<file path="src/rtl/load_align_unit.sv">
// Load-data path between the memory stage and the data bus: issues one or two
// aligned bus reads per load, then shifts, masks and extends the result.
module load_align_unit #(
    parameter int XLEN               = 32,
    parameter int SUPPORT_MISALIGNED = 1
) (
    input  logic            clk,
    input  logic            rst_n,

    input  logic            req_valid,
    output logic            req_ready,
    input  logic [31:0]     req_addr,
    input  logic [1:0]      req_size,
    input  logic            req_unsigned,

    output logic            bus_req_valid,
    input  logic            bus_req_ready,
    output logic [31:0]     bus_req_addr,
    input  logic            bus_rsp_valid,
    input  logic [XLEN-1:0] bus_rsp_data,

    output logic            rsp_valid,
    input  logic            rsp_ready,
    output logic [XLEN-1:0] rsp_data,
    output logic            rsp_fault
);

    localparam int BYTES = XLEN / 8;
    localparam int OFS_W = $clog2(BYTES);

    localparam logic [2:0] ST_IDLE   = 3'd0;
    localparam logic [2:0] ST_ISSUE0 = 3'd1;
    localparam logic [2:0] ST_WAIT0  = 3'd2;
    localparam logic [2:0] ST_ISSUE1 = 3'd3;
    localparam logic [2:0] ST_WAIT1  = 3'd4;
    localparam logic [2:0] ST_RESP   = 3'd5;

    logic [2:0]       state_q,    state_d;
    logic [OFS_W-1:0] ofs_q,      ofs_d;
    logic [1:0]       size_q,     size_d;
    logic             uns_q,      uns_d;
    logic             cross_q,    cross_d;
    logic [XLEN-1:0]  beat0_q,    beat0_d;
    logic [31:0]      bus_addr_q, bus_addr_d;
    logic [XLEN-1:0]  rsp_data_q, rsp_data_d;
    logic             fault_q,    fault_d;

    logic [OFS_W-1:0] req_ofs;
    logic [4:0]       req_end;
    logic             req_cross;
    logic             req_illegal;
    logic             req_fault;

    // Shift the two-beat window down to the addressed byte, keep 1<<size
    // bytes and extend. Full-width loads leave ~mask empty, so they pass through.
    function automatic logic [XLEN-1:0] form_result(
        input logic [XLEN-1:0]  b1,
        input logic [XLEN-1:0]  b0,
        input logic [OFS_W-1:0] ofs,
        input logic [1:0]       size,
        input logic             uns
    );
        logic [XLEN-1:0] lo;
        logic [XLEN-1:0] mask;
        logic            sign;
        int              nb;
        lo = XLEN'({b1, b0} >> {ofs, 3'b000});
        nb = 8 << size;
        if (nb > XLEN) nb = XLEN;
        mask = {XLEN{1'b1}} >> (XLEN - nb);
        sign = |(lo & mask & ~(mask >> 1));
        form_result = lo & mask;
        if (!uns && sign) form_result = form_result | ~mask;
    endfunction

    assign req_ofs     = req_addr[OFS_W-1:0];
    assign req_end     = 5'(req_ofs) + (5'd1 << req_size);
    assign req_cross   = req_end > 5'(BYTES);
    assign req_illegal = (req_size == 2'd3) && (XLEN == 32);
    assign req_fault   = req_illegal || (req_cross && (SUPPORT_MISALIGNED == 0));

    always_comb begin
        state_d    = state_q;
        ofs_d      = ofs_q;
        size_d     = size_q;
        uns_d      = uns_q;
        cross_d    = cross_q;
        beat0_d    = beat0_q;
        bus_addr_d = bus_addr_q;
        rsp_data_d = rsp_data_q;
        fault_d    = fault_q;

        case (state_q)
            ST_IDLE: begin
                if (req_valid) begin
                    ofs_d      = req_ofs;
                    size_d     = req_size;
                    uns_d      = req_unsigned;
                    cross_d    = req_cross;
                    beat0_d    = '0;
                    rsp_data_d = '0;
                    if (req_fault) begin
                        fault_d = 1'b1;
                        state_d = ST_RESP;
                    end else begin
                        fault_d    = 1'b0;
                        bus_addr_d = {req_addr[31:OFS_W], {OFS_W{1'b0}}};
                        state_d    = ST_ISSUE0;
                    end
                end
            end
            ST_ISSUE0: begin
                if (bus_req_ready) state_d = ST_WAIT0;
            end
            ST_WAIT0: begin
                if (bus_rsp_valid) begin
                    beat0_d = bus_rsp_data;
                    if (cross_q) begin
                        // 32-bit add wraps past the top of the address space
                        bus_addr_d = bus_addr_q + 32'(BYTES);
                        state_d    = ST_ISSUE1;
                    end else begin
                        rsp_data_d = form_result('0, bus_rsp_data, ofs_q, size_q, uns_q);
                        state_d    = ST_RESP;
                    end
                end
            end
            ST_ISSUE1: begin
                if (bus_req_ready) state_d = ST_WAIT1;
            end
            ST_WAIT1: begin
                if (bus_rsp_valid) begin
                    rsp_data_d = form_result(bus_rsp_data, beat0_q, ofs_q, size_q, uns_q);
                    state_d    = ST_RESP;
                end
            end
            ST_RESP: begin
                if (rsp_ready) state_d = ST_IDLE;
            end
            default: state_d = ST_IDLE;
        endcase
    end

    always_ff @(posedge clk or negedge rst_n) begin
        if (!rst_n) begin
            state_q    <= ST_IDLE;
            ofs_q      <= '0;
            size_q     <= '0;
            uns_q      <= 1'b0;
            cross_q    <= 1'b0;
            beat0_q    <= '0;
            bus_addr_q <= '0;
            rsp_data_q <= '0;
            fault_q    <= 1'b0;
        end else begin
            state_q    <= state_d;
            ofs_q      <= ofs_d;
            size_q     <= size_d;
            uns_q      <= uns_d;
            cross_q    <= cross_d;
            beat0_q    <= beat0_d;
            bus_addr_q <= bus_addr_d;
            rsp_data_q <= rsp_data_d;
            fault_q    <= fault_d;
        end
    end

    assign req_ready     = (state_q == ST_IDLE);
    assign bus_req_valid = (state_q == ST_ISSUE0) || (state_q == ST_ISSUE1);
    assign bus_req_addr  = bus_addr_q;
    assign rsp_valid     = (state_q == ST_RESP);
    assign rsp_data      = rsp_data_q;
    assign rsp_fault     = fault_q;

endmodule

</file>
<file path="config.mk">
export PLATFORM = sky130hd
export DESIGN_NAME = load_align_unit
export DESIGN_NICKNAME = d
export VERILOG_FILES = /design/src/rtl/load_align_unit.sv
export SDC_FILE = /design/constraint.sdc
export NUM_CORES = 1
export LEC_CHECK = 0
export ABC_AREA = 1
export BUFFER_PORTS_ARGS = -buffer_cell sky130_fd_sc_hd__clkbuf_2
export CELL_PAD_IN_SITES_DETAIL_PLACEMENT = 1
export CELL_PAD_IN_SITES_GLOBAL_PLACEMENT = 1
export CORE_MARGIN = 4
export CORE_UTILIZATION = 42
export CTS_CLUSTER_DIAMETER = 100
export CTS_CLUSTER_SIZE = 28
export DETAILED_ROUTE_END_ITERATION = 7
export PLACE_DENSITY_LB_ADDON = 0.1
export SETUP_SLACK_MARGIN = 0.5
export SLEW_MARGIN = 40
export SYNTH_ARGS = -nofsm -noshare
export SYNTH_HDL_FRONTEND = slang
export SYNTH_SLANG_ARGS = --single-unit
</file>
<file path="constraint.sdc">
create_clock -name clk -period 5.04 [get_ports clk]
set_input_delay 1.26 -clock clk [delete_from_list [all_inputs] [get_ports clk]]
set_output_delay 1.26 -clock clk [all_outputs]
set_load 0.01 [all_outputs]
</file>
==> report_table.html <==
<table>
<tr><th>Metric</th><th>Value</th></tr>
<tr><th colspan="2">Outcome</th></tr>
<tr><td>Status</td><td>finished clean</td></tr>
<tr><th colspan="2">Placed design</th></tr>
<tr><td>Placed cell count</td><td>roughly 1400</td></tr>
<tr><td>Detail Placement HPWL</td><td>between 15 and 20 mm</td></tr>
<tr><td>Final estimated routing congestion in global placement</td><td>about 0.91</td></tr>
<tr><td>Port Buffers</td><td>138</td></tr>
<tr><th colspan="2">Yosys</th></tr>
<tr><td>Distinct cells, synth</td><td>42</td></tr>
<tr><td>Simple-gate share of the synthesized area</td><td>0.361</td></tr>
<tr><td>Most used DFF post-synth</td><td>sky130_fd_sc_hd__dfrtp_1</td></tr>
<tr><td>Total of warnings raised by yosys</td><td>0</td></tr>
<tr><td>Number of enable flip-flop cells after synthesis</td><td>0</td></tr>
<tr><td>Dominant combinational cell family by area after synthesis</td><td>simple AND/OR/NAND/NOR gates</td></tr>
<tr><td>Part of the Yosys area used for sequential elements</td><td>0.357</td></tr>
<tr><td>Cells after Synth</td><td>approximately 1100</td></tr>
<tr><td>Cell types occupying the most area after synthesis</td><td>sky130_fd_sc_hd__dfrtp_1, sky130_fd_sc_hd__nand2_1, sky130_fd_sc_hd__o21ai_0</td></tr>
<tr><td>Yosys top cell by area</td><td>sky130_fd_sc_hd__dfrtp_1</td></tr>
<tr><td>Post-Synthesis Cell Area</td><td>roughly 7300 sq um</td></tr>
<tr><td>Multiplexer fraction of the synthesized cell area</td><td>0.00137</td></tr>
<tr><td>Share of flip-flops with an asynchronous set or reset after synthesis</td><td>1.00</td></tr>
<tr><td>Average cell area after synthesis</td><td>6.46 sq um</td></tr>
<tr><td>Fraction of synthesized cell area taken by the top area cell type</td><td>0.357</td></tr>
<tr><td>Synth Area in XOR/XNOR</td><td>0.0178</td></tr>
<tr><td>Synthesized-area fraction occupied by adder cells</td><td>0.00960</td></tr>
<tr><td>Area fraction in compound gates after synthesis</td><td>0.161</td></tr>
<tr><td>Synthesized flop and latch total</td><td>around 100</td></tr>
<tr><th colspan="2">Clock tree</th></tr>
<tr><td># hold bufs at CTS</td><td>0</td></tr>
<tr><td>TritonCTS clock tree</td><td>built</td></tr>
<tr><td>CTS clk-pin slew, worst paths</td><td>around 70 ps</td></tr>
<tr><td>PostCTS Resize Cnt</td><td>0</td></tr>
<tr><td>Post-CTS repair timing setup buffer count</td><td>0</td></tr>
<tr><td>Clk Latency, worst-skew pair</td><td>360 ps</td></tr>
<tr><td>Depth of the CTS H-tree</td><td>3</td></tr>
<tr><td>Maximum clock insertion buffer count</td><td>2</td></tr>
<tr><td>Number of clock sinks seen by CTS</td><td>104</td></tr>
<tr><td>Number of buffers created by CTS</td><td>9</td></tr>
<tr><td>Root buffer cell</td><td>sky130_fd_sc_hd__clkbuf_16</td></tr>
<tr><th colspan="2">Global route</th></tr>
<tr><td>Maximum number of pins on one net before global-route repair</td><td>106</td></tr>
<tr><td>Wire length of the first global-routing pass</td><td>43.4 mm</td></tr>
<tr><td>Via count of the first global-routing pass</td><td>8079</td></tr>
<tr><td>Global-route usage over all layers</td><td>0.272</td></tr>
<tr><td>Antenna violations before repair</td><td>0</td></tr>
<tr><td>Total congestion overflow</td><td>0</td></tr>
<tr><th colspan="2">Drt</th></tr>
<tr><td>Via-to-Cell Ratio</td><td>5.60</td></tr>
<tr><td>First drt pass iteration count</td><td>5</td></tr>
<tr><td>First DRT Iteration DRCs</td><td>roughly 650</td></tr>
<tr><td>Final routed wirelength across all metal layers</td><td>26.7 mm</td></tr>
<tr><td>Average wire per cell in the routed design</td><td>around 18 um</td></tr>
<tr><td>Count of antenna-violating nets left after detailed routing</td><td>0</td></tr>
<tr><td>Number of design rule violations left after detail routing</td><td>0</td></tr>
<tr><td>Via Count</td><td>roughly 8000</td></tr>
<tr><th colspan="2">Worst hold path</th></tr>
<tr><td>Min-Delay Path Class</td><td>flop to flop</td></tr>
<tr><th colspan="2">Timing</th></tr>
<tr><td>Period Utilization, post-route</td><td>0.692</td></tr>
<tr><td>Final Setup Violations</td><td>0</td></tr>
<tr><td>Sum of negative setup slack</td><td>0 ps</td></tr>
<tr><td>Transition time of the tightest slew-check pin</td><td>between 800 and 900 ps</td></tr>
<tr><td>Pins Over Slew Limit</td><td>0</td></tr>
<tr><td>Max-slew headroom</td><td>0.466</td></tr>
<tr><td>Setup clock skew after layout</td><td>around 8.7 ps</td></tr>
<tr><td>Clock period minus worst slack</td><td>between 3000 and 4000 ps</td></tr>
<tr><td>RSZ-0062 raised after global routing</td><td>no</td></tr>
<tr><td>Highest attainable clock frequency</td><td>287 MHz</td></tr>
<tr><td>Number of endpoints with negative hold slack in the final report</td><td>0</td></tr>
<tr><th colspan="2">Die</th></tr>
<tr><td>Vertical die dimension</td><td>140 um</td></tr>
<tr><td>Row cnt</td><td>47</td></tr>
<tr><td>Initial core utilization</td><td>0.434</td></tr>
<tr><td>Die outline width</td><td>roughly 140 um</td></tr>
<tr><td>I/O pin cnt</td><td>roughly 140</td></tr>
<tr><td>Floorplan Core Area</td><td>16800 sq um</td></tr>
<tr><td>Die area</td><td>between 15000 and 20000 sq um</td></tr>
<tr><th colspan="2">Critical path</th></tr>
<tr><td>Setup Crit Path Kind</td><td>flop to flop</td></tr>
<tr><td>Data required time of the worst path</td><td>5330 ps</td></tr>
<tr><td>Worst path arrival time</td><td>between 3000 and 4000 ps</td></tr>
<tr><td>Worst setup EP type</td><td>flop</td></tr>
<tr><td>Worst-path fanout max</td><td>14</td></tr>
<tr><td>Critical path startpoint category</td><td>flop</td></tr>
<tr><th colspan="2">Power</th></tr>
<tr><td>Switching share of power</td><td>0.553</td></tr>
<tr><td>Psw</td><td>~3100 uW</td></tr>
<tr><td>Worst VDD drop</td><td>0.315 mV</td></tr>
<tr><td>P_leak</td><td>0.00428 uW</td></tr>
<tr><td>Power per cell area</td><td>between 600 and 700 nW/um^2</td></tr>
<tr><td>Part of the power in registers</td><td>0.262</td></tr>
<tr><td>Part of the total power dissipated in combinational logic</td><td>0.613</td></tr>
<tr><td>Fraction of power consumed by the clock network</td><td>0.125</td></tr>
<tr><td>Design internal power</td><td>about 2500 uW</td></tr>
<tr><th colspan="2">Final layout</th></tr>
<tr><td>Count of nets after finishing</td><td>1300</td></tr>
<tr><td>Syn-to-layout area delta</td><td>14.3%</td></tr>
<tr><td>Ant. Diodes</td><td>0</td></tr>
<tr><td>Layout cell share with drive strength beyond 1</td><td>0.160</td></tr>
<tr><td>Fin cells</td><td>about 1400</td></tr>
<tr><td>Number of filler cells placed in the layout</td><td>between 2000 and 2500</td></tr>
<tr><th colspan="2">Flow run</th></tr>
<tr><td>Total of max-cap violations</td><td>0</td></tr>
</table>
-- power groups by stage --
stage | combinational, uW | sequential (uW) | clock [uW]
global route | 3890 | 1540 | 753
floorplan | 2330 | 1510 | 0
CTS | 3460 | 1480 | 721
finish | 3490 | 1490 | 708
global placement | 3360 | 1490 | 0
detailed placement | 3430 | 1500 | 0
-- Yosys cell counts (4+ instances only) --
cell	number
sky130_fd_sc_hd__nor3_1	5
sky130_fd_sc_hd__xor2_1	11
sky130_fd_sc_hd__buf_4	7
sky130_fd_sc_hd__buf_1	5
sky130_fd_sc_hd__o21ai_0	137
sky130_fd_sc_hd__nor2_1	68
sky130_fd_sc_hd__ha_1	4
sky130_fd_sc_hd__nand4_1	11
sky130_fd_sc_hd__nand3_1	118
sky130_fd_sc_hd__a21oi_1	32
sky130_fd_sc_hd__buf_2	25
sky130_fd_sc_hd__nand2_1	405
sky130_fd_sc_hd__nand2_2	7
sky130_fd_sc_hd__inv_2	4
sky130_fd_sc_hd__o22ai_1	9
sky130_fd_sc_hd__dfrtp_1	104
sky130_fd_sc_hd__o211ai_1	21
sky130_fd_sc_hd__inv_1	92
sky130_fd_sc_hd__clkbuf_1	30
-- cell usage in the layout, fill, tap and decap left out, drive strengths merged, types with 4 or more instances in the layout --
master	n
nor3	6
o21ai	137
xor2	11
ha	4
nand4	11
dfrtp	104
inv	96
nand2	414
nor2	73
buf	10
o211ai	21
nand3	120
o22ai	9
clkbuf	150
a21oi	33
-- through the flow --
stage          worst slack, ps  total power [uW]  hold slack, ps   util  cell area (sq um)
2_1_floorplan             2450              3840             448      -               7300
3_3_place_gp              1560              4840             464  0.478               8040
6_report                  1550              5690             483  0.496               8340
5_1_grt                   1280              6180             514  0.496               8340
4_1_cts                   1340              5660             487  0.496               8340
3_5_place_dp              1400              4930             468  0.479               8050
-- registers in the layout (all words and copies together) (netlist names) --
name,count
beat0_q,32
bus_req_addr,30
cross_q,1
ofs_q,2
rsp_data,32
rsp_fault,1
size_q,2
state_q,3
uns_q,1
-- metal layers --
layer | vias to the layer above | part of all wire | global-route usage
met5 | - | 0 | 0
met4 | 0 | 0.018 | 0.0627
met3 | 35 | 0.063 | 0.0419
met2 | 256 | 0.46 | 0.433
met1 | 3952 | 0.46 | 0.392
li1 | 3857 | - | -
-- worst paths after layout --
path | endpoint | start | slack (ps) | cells past startpoint
worst max-delay path | rsp_data[30] | size_q[1] | 1550 | 16
worst min-delay path | rsp_data[5] | rsp_data[5] | 480 | 2
worst max register to register | rsp_data[30] | size_q[1] | 1550 | 16
worst min register to register | rsp_data[5] | rsp_data[5] | 480 | 2
max in group asynchronous | rsp_data[22] | rst_n | 3170 | 2
min in group asynchronous | bus_req_addr[15] | rst_n | 910 | 1
-- worst max-delay path, stage by stage, from the launching register on --
cell and delay (ps):
sky130_fd_sc_hd__dfrtp_1 440, sky130_fd_sc_hd__nor2_1 70, sky130_fd_sc_hd__buf_4 200, sky130_fd_sc_hd__inv_2 230, sky130_fd_sc_hd__ha_1 300, sky130_fd_sc_hd__inv_1 70
sky130_fd_sc_hd__nand2_1 60, sky130_fd_sc_hd__nand2_1 340, sky130_fd_sc_hd__nor2_2 590, sky130_fd_sc_hd__inv_1 230, sky130_fd_sc_hd__nor2_1 400, sky130_fd_sc_hd__nand2_1 120
sky130_fd_sc_hd__nand2_1 100, sky130_fd_sc_hd__nand2_1 50, sky130_fd_sc_hd__nand2_1 90, sky130_fd_sc_hd__nand2_1 50, sky130_fd_sc_hd__nand2_1 70
-- kinds of logic after synthesis --
| group | Yosys count |
|---|---|
| mux | 1 |
| xor+xnor | 14 |
| other cells | 1 |
| compound gates | 212 |
| fa+ha+maj | 5 |
| buf+inv | 163 |
| flops | 104 |
| simple gates | 630 |
-- final cells by class --
cell class | count | area [sq um] | share of cell area
Tap cell | 220 | 275 | 0.0330
Inverter | 96 | 360 | 0.0432
Sequential cell | 104 | 2610 | 0.312
Clock inverter | 3 | 26.3 | 0.00315
Multi-Input combinational cell | 864 | 4050 | 0.485
Clock buffer | 13 | 260 | 0.0312
Timing Repair Buffer | 147 | 768 | 0.0921
No activity file was read; power rests on OpenSTA's default activity.
